[config.mk]
export PLATFORM = sky130hd
export DESIGN_NAME = sm83_cb_exec
export DESIGN_NICKNAME = d
export VERILOG_FILES = /design/src/rtl/sm83_cb_exec.sv
export SDC_FILE = /design/constraint.sdc
export NUM_CORES = 1
export LEC_CHECK = 0
export ABC_AREA = 1
export CAP_MARGIN = 20
export CORE_UTILIZATION = 36
export DETAILED_ROUTE_END_ITERATION = 10
export PLACE_DENSITY = 0.85
export SKIP_CTS_REPAIR_TIMING = 1
export SYNTH_ARGS = -nofsm -noshare
export SYNTH_HDL_FRONTEND = slang
export SYNTH_SLANG_ARGS = --single-unit
export TNS_END_PERCENT = 1
[constraint.sdc]
create_clock -name clk -period 1.5 [get_ports clk]
set_input_delay 0.375 -clock clk [delete_from_list [all_inputs] [get_ports clk]]
set_output_delay 0.375 -clock clk [all_outputs]
set_load 0.01 [all_outputs]
[src/rtl/sm83_cb_exec.sv]
// SM83 CB-prefix sequencer: decodes the opcode, sources the operand from a
// register or (HL), drives the external ALU and writes result and flags back.
`timescale 1ns/1ps
package sm83_pkg;
    localparam int unsigned DATA_W = 8;

    typedef logic [DATA_W-1:0] data_t;

    typedef struct packed {
        logic       z;
        logic       n;
        logic       h;
        logic       c;
        logic [3:0] rsvd;
    } flags_t;

    typedef enum logic [5:0] {
        ALU_NOP   = 6'd0,
        ALU_RLC   = 6'd8, ALU_RRC, ALU_RL, ALU_RR, ALU_SLA, ALU_SRA, ALU_SWAP, ALU_SRL,
        ALU_BIT_0, ALU_BIT_1, ALU_BIT_2, ALU_BIT_3, ALU_BIT_4, ALU_BIT_5, ALU_BIT_6, ALU_BIT_7,
        ALU_RES_0, ALU_RES_1, ALU_RES_2, ALU_RES_3, ALU_RES_4, ALU_RES_5, ALU_RES_6, ALU_RES_7,
        ALU_SET_0, ALU_SET_1, ALU_SET_2, ALU_SET_3, ALU_SET_4, ALU_SET_5, ALU_SET_6, ALU_SET_7
    } alu_op_t;
endpackage

module sm83_cb_exec
    import sm83_pkg::*;
(
    input  logic        clk,
    input  logic        rst_n,
    input  logic        start_i,
    input  logic [7:0]  cb_opcode_i,
    output logic        busy_o,
    output logic        done_o,
    output logic [2:0]  reg_rd_sel_o,
    input  data_t       reg_rd_data_i,
    output logic        reg_wr_en_o,
    output logic [2:0]  reg_wr_sel_o,
    output data_t       reg_wr_data_o,
    input  flags_t      flags_in_i,
    output logic        flags_wr_en_o,
    output flags_t      flags_out_o,
    input  logic [15:0] hl_i,
    output alu_op_t     alu_op_o,
    output data_t       alu_op1_o,
    output data_t       alu_op2_o,
    output flags_t      alu_in_flags_o,
    input  data_t       alu_result_i,
    input  flags_t      alu_flags_i,
    output logic [15:0] mem_addr_o,
    output logic        mem_rd_req_o,
    input  logic        mem_rd_valid_i,
    input  data_t       mem_rd_data_i,
    output logic        mem_wr_req_o,
    output data_t       mem_wr_data_o,
    input  logic        mem_wr_ack_i
);
    localparam int unsigned ADDR_W  = 16;
    localparam logic [1:0]  CLS_BIT = 2'b01;
    localparam logic [2:0]  SEL_HL  = 3'd6;

    typedef enum logic [2:0] {S_IDLE, S_EXEC, S_MEM_RD, S_MEM_EXEC, S_MEM_WR} state_t;

    state_t              state_q, state_d;
    alu_op_t             op_q, op_d;
    logic [1:0]          cls_q, cls_d;
    logic [2:0]          sel_q, sel_d;
    logic [ADDR_W-1:0]   hl_q, hl_d;
    data_t               rd_data_q, rd_data_d;
    data_t               wr_data_q, wr_data_d;

    logic   is_bit;
    logic   wr_flags;
    flags_t merged_flags;
    logic   unused_alu_bits;

    assign is_bit          = (cls_q == CLS_BIT);
    assign wr_flags        = ~cls_q[1];
    assign unused_alu_bits = ^{alu_flags_i.n, alu_flags_i.h, alu_flags_i.rsvd};

    // BIT keeps the incoming carry and forces H; shifts take Z/C from the ALU
    always_comb begin
        merged_flags      = '0;
        merged_flags.z    = alu_flags_i.z;
        merged_flags.h    = is_bit;
        merged_flags.c    = is_bit ? flags_in_i.c : alu_flags_i.c;
    end

    always_ff @(posedge clk) begin
        if (!rst_n) begin
            state_q   <= S_IDLE;
            op_q      <= ALU_NOP;
            cls_q     <= '0;
            sel_q     <= '0;
            hl_q      <= '0;
            rd_data_q <= '0;
            wr_data_q <= '0;
        end else begin
            state_q   <= state_d;
            op_q      <= op_d;
            cls_q     <= cls_d;
            sel_q     <= sel_d;
            hl_q      <= hl_d;
            rd_data_q <= rd_data_d;
            wr_data_q <= wr_data_d;
        end
    end

    always_comb begin
        state_d   = state_q;
        op_d      = op_q;
        cls_d     = cls_q;
        sel_d     = sel_q;
        hl_d      = hl_q;
        rd_data_d = rd_data_q;
        wr_data_d = wr_data_q;
        case (state_q)
            S_IDLE: begin
                if (start_i) begin
                    // class 0..3 maps onto the shift/BIT/RES/SET blocks of the op encoding
                    op_d    = alu_op_t'({3'(cb_opcode_i[7:6]) + 3'd1, cb_opcode_i[5:3]});
                    cls_d   = cb_opcode_i[7:6];
                    sel_d   = cb_opcode_i[2:0];
                    hl_d    = hl_i;
                    state_d = (cb_opcode_i[2:0] == SEL_HL) ? S_MEM_RD : S_EXEC;
                end
            end
            S_EXEC: state_d = S_IDLE;
            S_MEM_RD: begin
                if (mem_rd_valid_i) begin
                    rd_data_d = mem_rd_data_i;
                    state_d   = S_MEM_EXEC;
                end
            end
            S_MEM_EXEC: begin
                if (is_bit) begin
                    state_d = S_IDLE;
                end else begin
                    wr_data_d = alu_result_i;
                    state_d   = S_MEM_WR;
                end
            end
            S_MEM_WR: if (mem_wr_ack_i) state_d = S_IDLE;
            default:  state_d = S_IDLE;
        endcase
    end

    always_comb begin
        busy_o        = (state_q != S_IDLE);
        done_o        = 1'b0;
        reg_wr_en_o   = 1'b0;
        reg_wr_sel_o  = sel_q;
        reg_wr_data_o = '0;
        flags_wr_en_o = 1'b0;
        flags_out_o   = '0;
        alu_op_o      = ALU_NOP;
        alu_op1_o     = '0;
        mem_addr_o    = '0;
        mem_rd_req_o  = 1'b0;
        mem_wr_req_o  = 1'b0;
        case (state_q)
            S_EXEC: begin
                alu_op_o      = op_q;
                alu_op1_o     = reg_rd_data_i;
                reg_wr_en_o   = ~is_bit;
                reg_wr_data_o = is_bit ? data_t'(0) : alu_result_i;
                flags_wr_en_o = wr_flags;
                flags_out_o   = wr_flags ? merged_flags : flags_t'(0);
                done_o        = 1'b1;
            end
            S_MEM_RD: begin
                mem_addr_o   = hl_q;
                mem_rd_req_o = 1'b1;
            end
            S_MEM_EXEC: begin
                mem_addr_o    = hl_q;
                alu_op_o      = op_q;
                alu_op1_o     = rd_data_q;
                flags_wr_en_o = wr_flags;
                flags_out_o   = wr_flags ? merged_flags : flags_t'(0);
                done_o        = is_bit;
            end
            S_MEM_WR: begin
                mem_addr_o   = hl_q;
                mem_wr_req_o = 1'b1;
                done_o       = mem_wr_ack_i;
            end
            default: ;
        endcase
    end

    assign reg_rd_sel_o   = sel_q;
    assign alu_op2_o      = '0;
    assign alu_in_flags_o = flags_in_i;
    assign mem_wr_data_o  = wr_data_q;

endmodule

Yosys cells after proc, flatten, opt, wreduce, memory -nomap -nowiden

Cells that the tools add are included.

Word-level logic and storage cells: 46
Input port bits: 69
Register bits after elaboration: 46
Output and inout bits: 82

Multiplexer cells: 19
Equality and inequality tests: 9
Reduce and logical (&&, ||, !) cells: 8
Bitwise logic cells: 2
Add/sub/neg operators: 1

Operators by type and width:

| kind                                                                  | number |
|---|---|
| 8-bit two-way mux                                                     | 4 |
| 16-bit two-way mux                                                    | 1 |
| 8-bit case mux with 2 select lines                                    | 1 |
| 3-bit two-way mux                                                     | 4 |
| 3-bit case mux with 4 select lines                                    | 1 |
| 3-bit by 2-bit equality test with 1-bit output, second input constant | 2 |
| 3-bit equality test, second input constant                            | 2 |
| 6-bit two-way mux                                                     | 1 |
| 2-bit inequality test, second input constant                          | 3 |
| 2-bit AND reduction                                                   | 3 |
| 1-bit two-way mux                                                     | 5 |
| 2-bit by 1-bit adder with 3-bit output, second input constant         | 1 |
| 3-bit by 1-bit equality test with 1-bit output, second input constant | 1 |
| 3-bit logical NOT                                                     | 1 |
| 1-bit case mux with 3 select lines                                    | 1 |
| 3-bit AND reduction                                                   | 1 |
| 3-bit nonzero test                                                    | 1 |
| 3-bit OR reduction                                                    | 1 |
| 2-bit by 1-bit equality test with 1-bit output, second input constant | 1 |
| 2-bit two-way mux                                                     | 1 |
| 1-bit inverter                                                        | 2 |
| 2-bit OR reduction                                                    | 1 |

Longest topological paths before layout

Depth in word-level cells: 4
Depth in mapped cells: 7
Depth with buffers taken out: 7

Least setup slack after synthesis

OpenSTA, ideal clock, no wires.

Kind: reg2out
Start: reg state_q[2]
End: out mem_addr_o[10]
Buffers on the path: 1
Arrival time: 1.127 ns
Stages on the path, launching flop included: 6
Data required time: 1.125 ns
Slack: -0.002 ns
Cells stage by stage: dfxtp_1 -> inv_2 -> nor3_2 -> nor2_2 -> buf_2 -> nor2_1

Cells in the longest elaborated chain, start to end: 3
Elaborated cells between the ends (all ways): 5
Classes of those cells: eq/ne: 3; mux: 1; reduce/logical: 1

RTL lines:

| item                                                                                  | line | text |
|---|---|---|
| from (decl)                                                                           | 64   | `state_t state_q, state_d;` |
| from (signal assigned)                                                                | 99   | `state_q <= state_d;` |
| 3-bit equality test or 3-bit by 2-bit equality test with 1-bit output (tied branches) | 161  | `case (state_q)` |
| 3-bit OR reduction (no line) (*)                                                      | -    |  |
| 16-bit two-way mux (*)                                                                | 161  |  |
| to (decl)                                                                             | 50   | `output logic [15:0] mem_addr_o,` |

Every way passes the cells marked *; elsewhere a longest branch is shown, timed or not.

Final worst setup path

Start: reg state_q[2]
End: out mem_addr_o[14]

The elaborated chain is that of the path after synthesis.

==> run metrics <==
RSZ-0062 raised after global routing=yes; top_reg_cell synth=dfxtp_1; cts bufs inserted=5; count of different cell masters after synthesis=21; clk root buf=clkbuf_8; register area share after synthesis=41.5%; vias in the first global route=around 2.2k; most frequent cell after synthesis=nor2_1; die footprint=between 6000 and 7000 um2; row cnt=28; CP peak stage delay=roughly 390 ps; Yosys reg bits=46; Lkg Pwr=1.83 nW; beginning of the worst register-to-register path=state_q[2]; crit share post-route=124%; setup slack after layout=-354 ps; post-layout util=between 50% and 60%; Setup crit end kind=output pin; ant diodes=0; R2R Path End=hl_q[11]; routed len/inst=~12 um; initial antenna violation count=0; Die W=approximately 81 um; Longest Clk Path Bufs=2; DRT iter0 DRCs=75; post-DP HPWL=about 4600 um; vias per cell=approximately 4.5; Reg clk slew, reported paths=about 80 ps; failing checks=negative setup slack; via count=2371; WP data arrival=between 1000 and 1500 ps; worst vdd ir=a little over 0.0005 V; max-cap check violation count=0; clk sinks=46; I/O Buffers=117; Fin Setup TNS=-10870 ps; PD cells=969 nW/um2; post-route minimum period=around 1900 ps; htree depth=2; Crit Path Class=flop to output pin; Placed Cells=roughly 520; Total Wirelength=roughly 6100 um; fmax=roughly 0.54 GHz; R2R Setup Slk=about 140 ps; most instantiated cells after synthesis=71 x nor2_1, 47 x o21ai_0, 46 x dfxtp_1; share of post-route cells with drive strength above 1=24.6%; Clock Skew=3.39 ps; final hold vios=0; Final ANT Viol Nets=0; ranking of synthesized cells by area=dfxtp_1 41%, nor2_1 12%, o21ai_0 11%, buf_4 8.1%, inv_1 7.3%; CP cell instances=inv_6 -> nor3_4 -> buf_6 -> nor2_4 -> buf_12 -> nor2_1 -> buf_2; Final Max Slew Viols=0; Initial Util=37.5%; type of origin of the critical path=flop; Synth-to-Final Area Change=59.3%; Pre-antenna DRT Iters=4; Avg Inst Size Synth=6.79 um2; Final Wtd Congestion=0.880; WP data required=between 1000 and 1500 ps; worst r2r path cells=6; largest fanout on the critical path=16; final setup vio count=46; GRT overflow=0; post-place setup slack=-540 ps; Min-Delay Path Depth=2; largest net degree at the start of global routing=37; DRC viols=0; synthesized area=2220 um2; Hold Startpoint=hl_q[9]; critical path's slowest cell=dfxtp_4; Core Region=between 5000 and 6000 um2; share of synthesized registers carrying an async set or reset=0%; Total GRT Usage=a little under a fifth; non-filler cells in the finished layout=526; Yosys top cell by area=dfxtp_1; Mapped Cells=327; IO Pins=151; Hold Path Sink=hl_q[9]; worst skew pair latency=290 ps; die height=between 80 and 90 um; Synth Warn #=0; Hold Crit Class=flop to flop; CTS tree=yes; fin nets=~520; first-pass GRT wire length=around 9300 um; post-synth top area share=around 41%; status=complete, but fails checks; EDFF count, synth=0
[cell type report]
type                    count  area, um2
fillers                   564       2380
inverters                  48        193
flip-flops and latches     46        932
well taps                  75       93.8
clock buffers               7       76.3
multi-input cells         209       1020
repair buffers            141       1220
[layer usage]
metal	wire length [um]	global-route usage [%]
met1	2370	18.9
met2	3120	34.7
met3	533	6.48
met4	78	6.61
met5	0	0
[cells in the final DEF (no fill, tap or decap)]
cell type / count
nor2_1: 57
clkdlybuf4s50_1: 55
o21ai_0: 43
dfxtp_1: 43
inv_1: 41
buf_2: 31
a21oi_1: 29
nand2_1: 23
buf_4: 18
dlymetal6s2s_1: 15
conb_1: 13
nor2_2: 12
clkbuf_2: 12
o21ai_1: 8
buf_6: 8
nand3_1: 7
nand2_2: 5
clkbuf_8: 5
inv_2: 4
nor2_4: 4
dfxtp_4: 3
inv_6: 2
nand2_4: 2
clkbuf_1: 2
buf_12: 2
inv_4: 1
nand3_4: 1
nor3_4: 1
o211ai_1: 1
nor3_1: 1
nand4_1: 1
ha_1: 1
[critical path, delay by kind of cell (launching register included)]
kind          cells  cell delay [ps]
buf+inv           4              470
flops             1              390
simple gates      3              340
[logic make-up (layout without fill, tap and decap cells)]
logic type      after synthesis  count (layout)  share of synthesized area (%)
buf+inv                      84             196                           18.6
other cells                   1              13                          0.169
simple gates                114             114                           20.8
fa+ha+maj                     1               1                          0.563
compound gates               81              81                           18.4
flops                        46              46                           41.5
[through the flow]
step	instance area, um2	total power [mW]	hold slack [ps]
2_1_floorplan	2270	2.11	428
3_3_place_gp	3470	2.71	440
3_5_place_dp	3470	2.74	445
4_1_cts	3540	3.45	457
5_1_grt	3540	3.67	472
6_report	3540	3.43	455
[state kept, by name, indices dropped and copies added, names as in the netlist]
name	flops
reg_rd_sel_o	3
cls_q	2
rd_data_q	8
op_q	6
hl_q	16
state_q	3
mem_wr_data_o	8
[report_power, final]
part           switching, mW  internal [mW]
logic                  0.678          0.590
clock network          0.380          0.321
registers             0.0786           1.38
[worst max path at each step]
stage | start | to | cells after the start
floorplan | state_q[2] | mem_addr_o[10] | 5
global placement | state_q[1] | mem_addr_o[1] | 5
detailed placement | state_q[0] | mem_addr_o[0] | 4
CTS | state_q[1] | mem_addr_o[0] | 5
global route | state_q[2] | mem_addr_o[8] | 7
finish | state_q[2] | mem_addr_o[14] | 7
Note: power is estimated with default switching activity, not from simulation.
